===== src/rtl/ioctl_sdram_loader.sv =====
// ioctl_sdram_loader: buffers data_io byte writes and replays them
// as paced single-byte SDRAM writes at a per-image base address.
module ioctl_sdram_loader #(
  parameter int ADDR_W = 23,
  parameter int FIFO_LG2 = 2,
  parameter int WR_GAP = 3,
  parameter logic [ADDR_W-1:0] ROM_BASE = '0,
  parameter logic [ADDR_W-1:0] ALT_BASE = ADDR_W'(23'h040000)
) (
  input  logic              clk_sys,
  input  logic              reset_n,
  input  logic              ioctl_download,
  input  logic              ioctl_wr,
  input  logic [ADDR_W-1:0] ioctl_addr,
  input  logic [7:0]        ioctl_data,
  input  logic [7:0]        ioctl_index,
  input  logic              ram_ready,
  output logic [ADDR_W-1:0] ram_addr,
  output logic [7:0]        ram_din,
  output logic              ram_we,
  output logic              port_own,
  output logic              busy,
  output logic              done,
  output logic [ADDR_W-1:0] byte_count,
  output logic              overflow
);

  localparam int DEPTH = 1 << FIFO_LG2;
  localparam int EW = ADDR_W + 8;
  localparam int PW = FIFO_LG2 + 1;
  localparam int GW = (WR_GAP > 1) ? $clog2(WR_GAP) : 1;

  typedef enum logic [1:0] {
    S_IDLE,
    S_LOAD,
    S_DRAIN,
    S_FIN
  } state_e;

  state_e state_q, state_d;
  logic              dl_q;
  logic [ADDR_W-1:0] base_q, base_d;
  logic              pend_q, pend_d;
  logic [ADDR_W-1:0] pbase_q, pbase_d;
  logic [PW-1:0]     wp_q, rp_q;
  logic [EW-1:0]     mem_q [DEPTH];
  logic [GW-1:0]     gap_q, gap_d;
  logic              we_q;
  logic [ADDR_W-1:0] addr_q;
  logic [7:0]        din_q;
  logic [ADDR_W-1:0] cnt_q, cnt_d;
  logic              ovf_q, ovf_d;

  logic              rise;
  logic              start;
  logic              empty;
  logic              full;
  logic              issue;
  logic              push;
  logic              drop;
  logic [ADDR_W-1:0] idx_base;
  logic [ADDR_W-1:0] push_base;
  logic [EW-1:0]     head;
  logic              unused_idx;

  assign unused_idx = ^ioctl_index[7:6];

  assign rise = ioctl_download & ~dl_q;
  assign idx_base = (ioctl_index[5:0] == 6'd0) ? ROM_BASE : ALT_BASE;

  assign empty = (wp_q == rp_q);
  assign full = (wp_q[FIFO_LG2] != rp_q[FIFO_LG2]) &&
                (wp_q[FIFO_LG2-1:0] == rp_q[FIFO_LG2-1:0]);

  assign issue = ~empty & ram_ready & (gap_q == '0);
  // A pop in the same cycle frees the slot a push on a full FIFO needs.
  assign push = ioctl_wr & ioctl_download & (~full | issue);
  assign drop = ioctl_wr & ioctl_download & full & ~issue;

  // New writes during a pending re-download use the new image's base.
  assign push_base = rise   ? idx_base :
                     pend_q ? pbase_q  : base_q;

  assign head = mem_q[rp_q[FIFO_LG2-1:0]];

  assign port_own = (state_q != S_IDLE) | ioctl_download;
  assign busy = port_own & (state_q != S_FIN);
  assign done = (state_q == S_FIN);
  assign ram_we = we_q;
  assign ram_addr = addr_q;
  assign ram_din = din_q;
  assign byte_count = cnt_q;
  assign overflow = ovf_q;

  // Download sequencing, base selection and counters.
  always_comb begin
    state_d = state_q;
    base_d = base_q;
    pend_d = pend_q;
    pbase_d = pbase_q;
    start = 1'b0;
    unique case (state_q)
      S_IDLE: begin
        if (rise) begin
          state_d = S_LOAD;
          base_d = idx_base;
          start = 1'b1;
        end
      end
      S_LOAD: begin
        if (!ioctl_download) state_d = S_DRAIN;
      end
      S_DRAIN: begin
        if (rise) begin
          pend_d = 1'b1;
          pbase_d = idx_base;
        end
        if (empty && gap_q == '0) state_d = S_FIN;
      end
      S_FIN: begin
        if (pend_q || rise) begin
          state_d = S_LOAD;
          base_d = rise ? idx_base : pbase_q;
          pend_d = 1'b0;
          start = 1'b1;
        end else begin
          state_d = S_IDLE;
        end
      end
      default: state_d = S_IDLE;
    endcase

    cnt_d = start ? '0 : cnt_q;
    if (issue && !(&cnt_d)) cnt_d = cnt_d + ADDR_W'(1);

    ovf_d = start ? 1'b0 : ovf_q;
    if (drop) ovf_d = 1'b1;

    gap_d = gap_q;
    if (issue) gap_d = GW'(WR_GAP - 1);
    else if (gap_q != '0) gap_d = gap_q - GW'(1);
  end

  // Control state, pointers and registered SDRAM command.
  always_ff @(posedge clk_sys or negedge reset_n) begin
    if (!reset_n) begin
      state_q <= S_IDLE;
      dl_q <= 1'b0;
      base_q <= ROM_BASE;
      pend_q <= 1'b0;
      pbase_q <= ROM_BASE;
      wp_q <= '0;
      rp_q <= '0;
      gap_q <= '0;
      we_q <= 1'b0;
      addr_q <= '0;
      din_q <= '0;
      cnt_q <= '0;
      ovf_q <= 1'b0;
    end else begin
      state_q <= state_d;
      dl_q <= ioctl_download;
      base_q <= base_d;
      pend_q <= pend_d;
      pbase_q <= pbase_d;
      gap_q <= gap_d;
      cnt_q <= cnt_d;
      ovf_q <= ovf_d;
      we_q <= issue;
      if (push) wp_q <= wp_q + PW'(1);
      if (issue) begin
        rp_q <= rp_q + PW'(1);
        addr_q <= head[EW-1:8];
        din_q <= head[7:0];
      end
    end
  end

  // FIFO storage; contents are don't-care while the pointers say empty.
  always_ff @(posedge clk_sys) begin
    if (push) begin
      mem_q[wp_q[FIFO_LG2-1:0]] <= {push_base + ioctl_addr, ioctl_data};
    end
  end

endmodule


===== config.mk =====
export PLATFORM = sky130hd
export DESIGN_NAME = ioctl_sdram_loader
export DESIGN_NICKNAME = d
export VERILOG_FILES = /design/src/rtl/ioctl_sdram_loader.sv
export SDC_FILE = /design/constraint.sdc
export NUM_CORES = 1
export LEC_CHECK = 0
export CELL_PAD_IN_SITES_DETAIL_PLACEMENT = 1
export CELL_PAD_IN_SITES_GLOBAL_PLACEMENT = 1
export CORE_MARGIN = 2
export CORE_UTILIZATION = 49
export CTS_BUF_LIST = sky130_fd_sc_hd__clkbuf_4 sky130_fd_sc_hd__clkbuf_8
export DETAILED_ROUTE_END_ITERATION = 8
export PLACE_DENSITY_LB_ADDON = 0.08
export SYNTH_ARGS = -nofsm -noshare
export SYNTH_HDL_FRONTEND = slang
export SYNTH_SLANG_ARGS = --single-unit

===== constraint.sdc =====
create_clock -name clk_sys -period 3.8 [get_ports clk_sys]
set_input_delay 0.38 -clock clk_sys [delete_from_list [all_inputs] [get_ports clk_sys]]
set_output_delay 0.38 -clock clk_sys [all_outputs]
set_load 0.005 [all_outputs]

==> out/metrics.yaml <==
run_status: "completed"
synth_cells: 790
n_antenna_cell: 0
final_core_util_pct: 59.8
rrSetupSlack_ps: 200
chipHeight_um: 152
synth_area_per_cell_um2: 13.6
clk-insertion-delay-late_ps: 540
rsz0062_at_grt: "no"
grt_pass1_wl_mm: 40.3
worst_setup_slack_after_placement_ps: 26.5
hold_viol: 0
floorplan.rows: 54
timing.final.setup_violations: 0
stdcell_area_um2: 13000
maxCapViolations: 0
clock_sinks: 238
cts_inserted_buffers: 40
mostFrequentLayoutCell: "edfxtp_1"
post_drt_wl_per_cell_um: 19.9
first_global_vias: 7499
multi_input_comb_area_um2: 3980
cts_post_setup_buffers_inserted: 0
remaining_drc_errors: 0
clock_tree_from_tritoncts: "done"
clk_root_buffer_cell: "clkbuf_8"
count_of_flip_flops_with_a_built_in_enable_after_synthesis: 124
power.ir.vdd_worst_mv: 0.253
leakagePower_nw: 5.27
worst_r2r_path_depth: 12
place_inst: 1164
min_path_type: "in2async"
avgViaCountPerCell: 5.57
placed_area_um2: 12200
grt.total_usage_pct: 21.8
powerDensity_nw_per_um2: 626
finalCritPeriodShare_pct: 94.7
worstPathArrival_ps: 3870
start_util_pct: 49.5
synth-async-reset-ratio_pct: 47.9
timing.clock.skew_ps: 16.0
slew_viol_final: 0
critical_path_required_ps: 4070
clock_path_buffers: 3
n_fill_cell: 2157
clkSlewWorstSetupHoldPaths_ps: 60
timing_worst_slew_pin_value_ps: 977
dieArea_um2: 23100
kind_of_start_point_of_the_critical_path: "register"
syn-num-nets: 869
syn-cell-area_um2: 10700
layoutNonFillerInstCount: 1236
die_w_um: 152
detailedRoute.firstPassIterationCount: 6
maxClockFrequency_mhz: 278
setup_tns_ps: 0
final.min_clock_period_ps: 3600
dp_hpwl_mm: 16.7
routabilityCongestion: 0.863
antenna_found_initial: 0
post_cts.resized_instances: 0
ioPinCount: 103
slew-limit-headroom_pct: 34.6
ctsHoldBuffers: 1
layout.nets: 1006
synth-warning-count: 0
path_class: "reg2reg"
synth_cell_type_count: 64
setup.worst_path.end_class: "register"
final_layout_size_suffix_gt1_share_pct: 17.8
synth.ff_latch_count: 238
gr-total-overflow: 0
area_growth_pct: 20.8
place.port_buffers: 100
detail_route.wirelength_mm: 24.6
layout.cells.most_common_list: "edfxtp_1 (124), dfrtp_1 (113), clkdlybuf4s50_1 (99), nand2_1 (82), nor2_1 (56)"
detailroute.via_count: 6887
final_critical_path_setup_slack_ps: 200
worst-path-max-fanout: 10
grt_start_max_net_pins: 60
synth_sequential_area_ratio_pct: 61.2
core_area_um2: 21700
total_power_mw: 8.12
layout.area.seq_um2: 6580
drtAntennaViolNets: 0
holdWs_ps: 463
synth_top_flop_cell: "edfxtp_1"
drtIter0Drc: 360
clock_tree.htree_level_count: 2
[layout make-up]
type                       count  share of cell area (%)
sequential                   238                    50.7
multi-input combinational    505                    30.7
timing repair buffer         124                    9.20
clock buffer                  60                    5.45
tap                          280                    2.70
clock inverter                11                   0.771
inverter                      18                   0.521
[registers in the layout, summed over array words and instances (netlist names)]
| name | flops |
|---|---|
| ram_din | 8 |
| gap_q | 2 |
| pend_q | 1 |
| pbase_q | 23 |
| byte_count | 23 |
| wp_q | 3 |
| mem_q | 124 |
| rp_q | 3 |
| overflow | 1 |
| dl_q | 1 |
| state_q | 2 |
| ram_we | 1 |
| base_q | 23 |
| ram_addr | 23 |
[cells by family after synthesis]
| kind of cell | Yosys count | synth area share [%] |
|---|---|---|
| flops | 238 | 61.2 |
| simple gates | 254 | 11.3 |
| mux | 88 | 12.2 |
| fa+ha+maj | 35 | 4.15 |
| compound gates | 86 | 5.98 |
| xor+xnor | 42 | 3.43 |
| buf+inv | 47 | 1.70 |
[final timing paths]
| check | to | from |
|---|---|---|
| max reg2reg | mem_q[3][28] | pend_q |
| min | ram_din[7] | reset_n |
| max in group asynchronous | rp_q[0] | reset_n |
| max | mem_q[3][28] | pend_q |
| min reg2reg | base_q[1] | base_q[1] |
| min in group clk_sys | base_q[1] | base_q[1] |
[Yosys cell counts, types with 2 or more instances]
cell type / number / area (um^2)
o21a_1: 3 / 22.5
nor3_1: 7 / 35.0
nand2_1: 82 / 308
a211oi_1: 3 / 22.5
mux4_2: 31 / 698
a211o_1: 3 / 26.3
nor4b_1: 2 / 17.5
buf_1: 4 / 15.0
a2111oi_0: 2 / 17.5
a21oi_1: 17 / 85.1
clkbuf_1: 20 / 75.1
dfrtp_1: 114 / 2850
a32o_1: 2 / 20.0
or4_1: 2 / 15.0
nand4_1: 9 / 56.3
a211oi_2: 2 / 25.0
mux2i_1: 23 / 230
a31oi_1: 2 / 12.5
mux2_2: 34 / 383
a21o_1: 7 / 52.6
nor2_1: 56 / 210
nand3_1: 34 / 170
edfxtp_1: 124 / 3720
nand2b_1: 6 / 37.5
buf_2: 5 / 25.0
o21ai_0: 12 / 60.1
xnor2_1: 21 / 184
and3_1: 8 / 50.1
or3_1: 3 / 18.8
o21bai_1: 5 / 37.5
xor2_1: 21 / 184
and2_1: 32 / 200
o2111ai_1: 2 / 17.5
o211ai_2: 2 / 25.0
nor2b_1: 6 / 37.5
o21ai_1: 7 / 35.0
ha_1: 34 / 425
inv_1: 17 / 63.8
[layer usage]
layer  GRT usage, %  routed length, um  up-vias
met5              0                  0        -
met1           28.7              10600     3541
li1               -                  -     3169
met2           37.8              12700      142
met4           5.92                461        0
met3           3.37                783       35
[power breakdown]
group	internal [mW]	leakage (nW)	switching, mW
Combinational	1.24	2.22	1.18
Clock	1.27	0.436	0.992
Sequential	3.19	2.62	0.254
Total	5.70	5.27	2.42
[critical path, cell delays in order, from the launching register on]
cell	delay [ps]
dfrtp_1	690
buf_4	280
mux2i_1	100
nor2_1	110
ha_1	170
inv_1	50
fa_1	400
nor2b_1	170
o21bai_1	100
a21boi_1	290
a311o_1	320
a31oi_4	140
o311ai_1	500
Note: power is estimated with default switching activity, not from simulation.
